### src/rtl/alu_mc_if.sv
// Operand/result handshake bundle for alu_mc: the controller is the master, the ALU the slave.
interface alu_mc_if #(
  parameter int WIDTH = 32
);
  logic             in_valid;
  logic             in_ready;
  logic [2:0]       op;
  logic [WIDTH-1:0] src_a;
  logic [WIDTH-1:0] src_b;
  logic             out_valid;
  logic             out_ready;
  logic [WIDTH-1:0] result;
  logic [3:0]       flags;
  logic             busy;

  modport master (
    output in_valid, op, src_a, src_b, out_ready,
    input  in_ready, out_valid, result, flags, busy
  );

  modport slave (
    input  in_valid, op, src_a, src_b, out_ready,
    output in_ready, out_valid, result, flags, busy
  );
endinterface

### src/rtl/alu_mc.sv
// Multi-cycle ALU: 1-cycle ADD/SUB/AND/ORR/EOR, iterative shift-add MUL, optional restoring DIV.
// Define ALU_MC_DIV_EN to build the unsigned divider for op 110; otherwise op 110 is illegal.
module alu_mc #(
  parameter int WIDTH = 32,
  parameter int CNT_W = $clog2(WIDTH) + 1
) (
  input logic     clk,
  input logic     reset,
  alu_mc_if.slave bus
);

  localparam logic [2:0] OP_ADD = 3'b000;
  localparam logic [2:0] OP_SUB = 3'b001;
  localparam logic [2:0] OP_AND = 3'b010;
  localparam logic [2:0] OP_ORR = 3'b011;
  localparam logic [2:0] OP_EOR = 3'b100;
  localparam logic [2:0] OP_MUL = 3'b101;
  localparam logic [2:0] OP_DIV = 3'b110;

  typedef enum logic [1:0] {IDLE, ITER, DONE} state_t;

  state_t           state_q, state_d;
  logic [CNT_W-1:0] cnt_q;
  logic [WIDTH-1:0] opnd_q;    // MUL: multiplicand, DIV: divisor
  logic [WIDTH-1:0] hi_q, lo_q;
  logic [WIDTH-1:0] hi_d, lo_d;
  logic [WIDTH-1:0] result_q;
  logic [3:0]       flags_q;
  logic [WIDTH:0]   mul_sum;
  logic [WIDTH-1:0] fin_res;
  logic [3:0]       fin_flg;
`ifdef ALU_MC_DIV_EN
  logic             div_q;
  logic [WIDTH:0]   div_tmp;
  logic [WIDTH:0]   div_diff;
`endif

  function automatic logic is_iter(input logic [2:0] op);
`ifdef ALU_MC_DIV_EN
    return (op == OP_MUL) || (op == OP_DIV);
`else
    return (op == OP_MUL);
`endif
  endfunction

  // Single-cycle ops and illegal-op encoding; returns {N,Z,C,V,result}.
  function automatic logic [WIDTH+3:0] alu_basic(input logic [2:0]       op,
                                                 input logic [WIDTH-1:0] a,
                                                 input logic [WIDTH-1:0] b);
    logic [WIDTH:0]   sum;
    logic [WIDTH-1:0] r;
    logic             c;
    logic             v;
    sum = {1'b0, a} + {1'b0, (op[0] ? ~b : b)} + (WIDTH+1)'(op[0]);
    r   = '0;
    c   = 1'b0;
    v   = 1'b0;
    case (op)
      OP_ADD, OP_SUB: begin
        r = sum[WIDTH-1:0];
        c = sum[WIDTH];
        v = ~(a[WIDTH-1] ^ b[WIDTH-1] ^ op[0]) & (a[WIDTH-1] ^ sum[WIDTH-1]);
      end
      OP_AND:  r = a & b;
      OP_ORR:  r = a | b;
      OP_EOR:  r = a ^ b;
      default: return {4'b0101, {WIDTH{1'b0}}};
    endcase
    return {r[WIDTH-1], (r == '0), c, v, r};
  endfunction

  always_comb begin
    state_d = state_q;
    case (state_q)
      IDLE:    if (bus.in_valid) state_d = is_iter(bus.op) ? ITER : DONE;
      ITER:    if (cnt_q == CNT_W'(1)) state_d = DONE;
      DONE:    if (bus.out_ready) state_d = IDLE;
      default: state_d = IDLE;
    endcase
  end

  // One radix-2 step: MUL adds then shifts right, DIV shifts left then trial-subtracts.
  always_comb begin
    mul_sum = {1'b0, hi_q} + (lo_q[0] ? {1'b0, opnd_q} : {(WIDTH+1){1'b0}});
    hi_d    = mul_sum[WIDTH:1];
    lo_d    = {mul_sum[0], lo_q[WIDTH-1:1]};
    fin_res = lo_d;
    fin_flg = {lo_d[WIDTH-1], (lo_d == '0), (hi_d != '0), 1'b0};
`ifdef ALU_MC_DIV_EN
    div_tmp  = {hi_q, lo_q[WIDTH-1]};
    div_diff = div_tmp - {1'b0, opnd_q};
    if (div_q) begin
      if (div_tmp >= {1'b0, opnd_q}) begin
        hi_d = div_diff[WIDTH-1:0];
        lo_d = {lo_q[WIDTH-2:0], 1'b1};
      end else begin
        hi_d = div_tmp[WIDTH-1:0];
        lo_d = {lo_q[WIDTH-2:0], 1'b0};
      end
      fin_res = lo_d;
      fin_flg = {lo_d[WIDTH-1], (lo_d == '0), (hi_d != '0), 1'b0};
      if (opnd_q == '0) begin
        fin_res = '1;
        fin_flg = 4'b1001;
      end
    end
`endif
  end

  always_ff @(posedge clk or negedge reset) begin
    if (!reset) begin
      state_q  <= IDLE;
      cnt_q    <= '0;
      opnd_q   <= '0;
      hi_q     <= '0;
      lo_q     <= '0;
      result_q <= '0;
      flags_q  <= '0;
`ifdef ALU_MC_DIV_EN
      div_q    <= 1'b0;
`endif
    end else begin
      state_q <= state_d;
      case (state_q)
        IDLE: begin
          if (bus.in_valid) begin
            if (is_iter(bus.op)) begin
              cnt_q  <= CNT_W'(WIDTH);
              hi_q   <= '0;
              opnd_q <= (bus.op == OP_MUL) ? bus.src_a : bus.src_b;
              lo_q   <= (bus.op == OP_MUL) ? bus.src_b : bus.src_a;
`ifdef ALU_MC_DIV_EN
              div_q  <= (bus.op == OP_DIV);
`endif
            end else begin
              {flags_q, result_q} <= alu_basic(bus.op, bus.src_a, bus.src_b);
            end
          end
        end
        ITER: begin
          cnt_q <= cnt_q - CNT_W'(1);
          hi_q  <= hi_d;
          lo_q  <= lo_d;
          if (cnt_q == CNT_W'(1)) begin
            result_q <= fin_res;
            flags_q  <= fin_flg;
          end
        end
        default: ;
      endcase
    end
  end

  assign bus.in_ready  = (state_q == IDLE);
  assign bus.out_valid = (state_q == DONE);
  assign bus.busy      = (state_q == ITER);
  assign bus.result    = result_q;
  assign bus.flags     = flags_q;

endmodule

### src/flat_wrapper.sv
// flat-port wrapper written by rule: the top's interface ports become plain ports
module alu_mc_flat 
#(
  parameter int WIDTH = 32,
  parameter int CNT_W = $clog2(WIDTH) + 1
)
  (clk, reset, bus_in_valid, bus_op, bus_src_a, bus_src_b, bus_out_ready, bus_in_ready, bus_out_valid, bus_result, bus_flags, bus_busy);
  alu_mc_if #(.WIDTH(WIDTH)) bus_i ();
  input logic clk;
  input logic reset;
  input wire logic [$bits(bus_i.in_valid)-1:0] bus_in_valid;
  input wire logic [$bits(bus_i.op)-1:0] bus_op;
  input wire logic [$bits(bus_i.src_a)-1:0] bus_src_a;
  input wire logic [$bits(bus_i.src_b)-1:0] bus_src_b;
  input wire logic [$bits(bus_i.out_ready)-1:0] bus_out_ready;
  output wire logic [$bits(bus_i.in_ready)-1:0] bus_in_ready;
  output wire logic [$bits(bus_i.out_valid)-1:0] bus_out_valid;
  output wire logic [$bits(bus_i.result)-1:0] bus_result;
  output wire logic [$bits(bus_i.flags)-1:0] bus_flags;
  output wire logic [$bits(bus_i.busy)-1:0] bus_busy;
  assign bus_i.in_valid = bus_in_valid;
  assign bus_i.op = bus_op;
  assign bus_i.src_a = bus_src_a;
  assign bus_i.src_b = bus_src_b;
  assign bus_i.out_ready = bus_out_ready;
  assign bus_in_ready = bus_i.in_ready;
  assign bus_out_valid = bus_i.out_valid;
  assign bus_result = bus_i.result;
  assign bus_flags = bus_i.flags;
  assign bus_busy = bus_i.busy;
  alu_mc #(.WIDTH(WIDTH), .CNT_W(CNT_W)) u_core (.clk(clk), .reset(reset), .bus(bus_i));
endmodule
### config.mk
export PLATFORM = sky130hd
export DESIGN_NAME = alu_mc_flat
export DESIGN_NICKNAME = d
export VERILOG_FILES = /design/src/rtl/alu_mc_if.sv /design/src/rtl/alu_mc.sv /design/src/flat_wrapper.sv
export SDC_FILE = /design/constraint.sdc
export NUM_CORES = 1
export LEC_CHECK = 0
export CAP_MARGIN = 30
export CORE_ASPECT_RATIO = 1.1
export CORE_UTILIZATION = 25
export DETAILED_ROUTE_END_ITERATION = 10
export GPL_ROUTABILITY_DRIVEN = 0
export PLACE_DENSITY = 0.45
export SYNTH_ARGS = -nofsm -noshare
export SYNTH_HDL_FRONTEND = slang
export SYNTH_SLANG_ARGS = --single-unit
### constraint.sdc
create_clock -name clk -period 5.75 [get_ports clk]
set_clock_uncertainty 0.15 [all_clocks]
set_input_delay 1.725 -clock clk [delete_from_list [all_inputs] [get_ports clk]]
set_output_delay 1.725 -clock clk [all_outputs]
set_load 0.1 [all_outputs]
==> results.cfg <==
[logic_synthesis]
mappedNetlistArea_um2 = 11900
yosys_warnings = 0
synth_flop_cell = dfrtp_1
async_flop_share_pct = 100
syn_inst = 1417
syn_nets = 1622
synth_sequential_area_ratio_pct = 29.2
synth_seq_cells = 139
synth_cell_type_count = 76
avgSynthCellArea_um2 = 8.40
synth_edf_count = 0

[grt]
grt_pass1_vias = 11100
grtUsageMet2_pct = 30.9
grt-busiest-layer = met2
grt_pass1_wl_um = 66600
grtUsageMet3_pct = 2.12
met1_usage_pct = 23.9
grt_usage_pct = 18.2
overflow = 0
antenna_found_initial = 0
grt_max_degree = 89

[timing]
timing.slew.headroom_pct = 33.3
final_hold_viol_count = 0
max_freq_mhz = 190
tns_ns = 0
fin_hold_ws_ns = 0.335
fin_crit_sh_pct = 91.6
setup_ws_ns = 0.480
setup_violations = 0
slew_violations = 0
fin_crit_ns = 5.27
tightestPinTransition_ns = 0.998
rsz0062_at_grt = no

[critical_path]
r2r_cells = 13
r2r-end = u_core.bus.flags[1]
critPathMaxFanout = 5
cp.required_ns = 5.92
timing.critical_path.mode_cell = a2111oi_0
crit_slowest_cell = a2111oi_0
path_cells = clkdlybuf4s50_1 > mux2i_1 > fa_1 > nor2b_1 > o211ai_1 > a2111oi_0 > buf_4 > a2111oi_0 > nor2_1 > buf_4 > a21o_1 > a21o_1 > a2111oi_0 > a221o_1 > a31oi_1
start_kind = primary input
cp-end-kind = register
critical-path-top-delay-family = compound AO/OA/AOI/OAI gates
reg2reg_slack_ns = 1.31
worstReg2RegStart = u_core.lo_q[0]
worst-path-buf-inv = 3
cpPeakStageDelay_ns = 0.55
crit_type = primary input to register
crit_arrival_ns = 5.44

[detailed_routing]
drt_pass1_iterations = 6
via_count = 11200
postRouteWirelength_um = 43800
viasPerCell = 5.10
drt_iter0_drc = 680
drc = 0
postRouteAntennaNets = 0
wl_per_cell_um = 20.0

[finish]
drive_gt1_share_pct = 9.90
fin_nets = 1747
area_delta_synth_final_pct = 23.5
utilization_pct = 31.4
multi_input_area_um2 = 7830
final_common_cell = nand2_1
mostFrequentLayoutCells = 178 x nand2_1, 139 x dfrtp_1, 132 x ha_1
antenna_cells = 0
ff_latch_area_um2 = 3480
fillers = 4946

[min_path]
hold_depth = 2
holdPathEnd = u_core.hi_q[10]
worst_hold_path_type = register to register
worstHoldStart = u_core.hi_q[10]

[clock_tree]
cts_buffer_depth = 2
holdBufCountCts = 0
post_cts_resized = 0
numCtsBuffers = 17
clock_latency_ns = 0.45
cts.htree.levels = 4
cts_sinks = 139
postCtsSetupBuffers = 0
cts_tree = yes
clk_pin_slew_ns = 0.06
cts-root-buf = clkbuf_16

[power]
vdd_drop_max_mv = 0.326
finalPower_mw = 7.00
p_leak_nw = 6.58
p_per_area_nw_per_um2 = 476

[floorplanning]
die-area_um2 = 48500
fp.dieH_um = 231
core_um2 = 46800
start_util_pct = 25.4
boundaryPins = 110
die_x_um = 210
rows = 83

[placement]
place_ws_ns = 0.0731
hpwl_um = 33900
port-buffer-count = 109

[run]
maxCapViolations = 0

[outcome]
outcome = finished clean
synth_stat cells (9+ instances only):
library cell,instances,share of area [%]
nor4_1,15,0.79
mux2_2,32,3.0
inv_1,89,2.8
a211oi_1,19,1.2
a21o_1,24,1.5
nor3_1,21,0.88
dfrtp_1,139,29
o21a_1,9,0.57
ha_1,132,14
a22o_1,19,1.4
nand2b_1,10,0.53
and2_1,41,2.2
o221ai_1,28,2.1
nand3_1,29,1.2
nand2_1,178,5.6
clkbuf_1,55,1.7
nor2_1,108,3.4
a21oi_1,67,2.8
a221o_1,12,1.0
o21ai_0,64,2.7
and3_1,13,0.68
xnor2_1,26,1.9
buf_1,11,0.35
xor2_1,51,3.8
a31oi_1,44,2.3
nand4_1,15,0.79
sequential cells by signal (all words and copies together), names as in the netlist:
name and flops:
u_core.bus.flags 4, u_core.bus.result 31, u_core.cnt_q 6, u_core.hi_q 32, u_core.lo_q 32, u_core.opnd_q 32, u_core.state_q 2
area by class of cell:
class,count,share of cell area [%]
Inverter,90,2.30
Timing Repair Buffer,178,11.3
Sequential cell,139,23.7
Clock inverter,13,1.14
Tap cell,637,5.42
Clock buffer,19,2.95
Multi-Input combinational cell,1116,53.3
layer usage:
layer | up-vias | part of all wire (%)
met4 | 0 | 2.4
met3 | 47 | 3.4
met2 | 287 | 48
met1 | 5412 | 46
met5 | - | 0
li1 | 5425 | -
logic make-up after synthesis:
kind of cell,count (synthesis),share of synthesized area (%)
AOI/OAI and AO/OA,391,23.1
DFF,139,29.2
adders and majority gates,134,14.2
buffers and inverters,162,5.21
xor gates and xnor gates,77,5.67
muxes,38,3.53
and+or+nand+nor,476,19.0
worst max-delay path by stage:
stage,startpoint,end,cells after the start
after floorplan,bus_op[0],u_core.bus.flags[1],18
after global placement,bus_op[0],u_core.bus.flags[1],16
after detailed placement,bus_src_b[0],u_core.bus.flags[1],15
after CTS,bus_src_b[0],u_core.bus.flags[1],15
after global routing,bus_src_b[1],u_core.bus.flags[2],15
final,bus_src_b[0],u_core.bus.flags[1],15
worst register-to-register path, cell delays in order, from the launching register on:
cell      delay, ns
dfrtp_1        0.47
and2_1         0.20
ha_1           0.21
fa_1           0.43
a21oi_1        0.30
o211ai_2       0.24
o22a_1         0.26
a21o_1         0.19
a2111o_1       0.40
or4_1          0.47
nor4b_2        0.30
nand4_1        0.19
nor4_1         0.39
a31oi_1        0.13
through the flow:
step | cell area (um^2) | instances
floorplan | 11900 | 1417
global placement | 14100 | 2160
detailed placement | 14100 | 2160
CTS | 14700 | 2192
global route | 14700 | 2192
finish | 14700 | 2192
report_power, final:
part           internal [mW]  leakage (nW)  total, mW  switching [mW]
Sequential              1.43          1.72       1.76           0.338
Clock                  0.686         0.277       1.18           0.496
Combinational           1.39          4.58       4.05            2.67
Total                   3.50          6.58       7.00            3.50
Note: power is estimated with default switching activity, not from simulation.
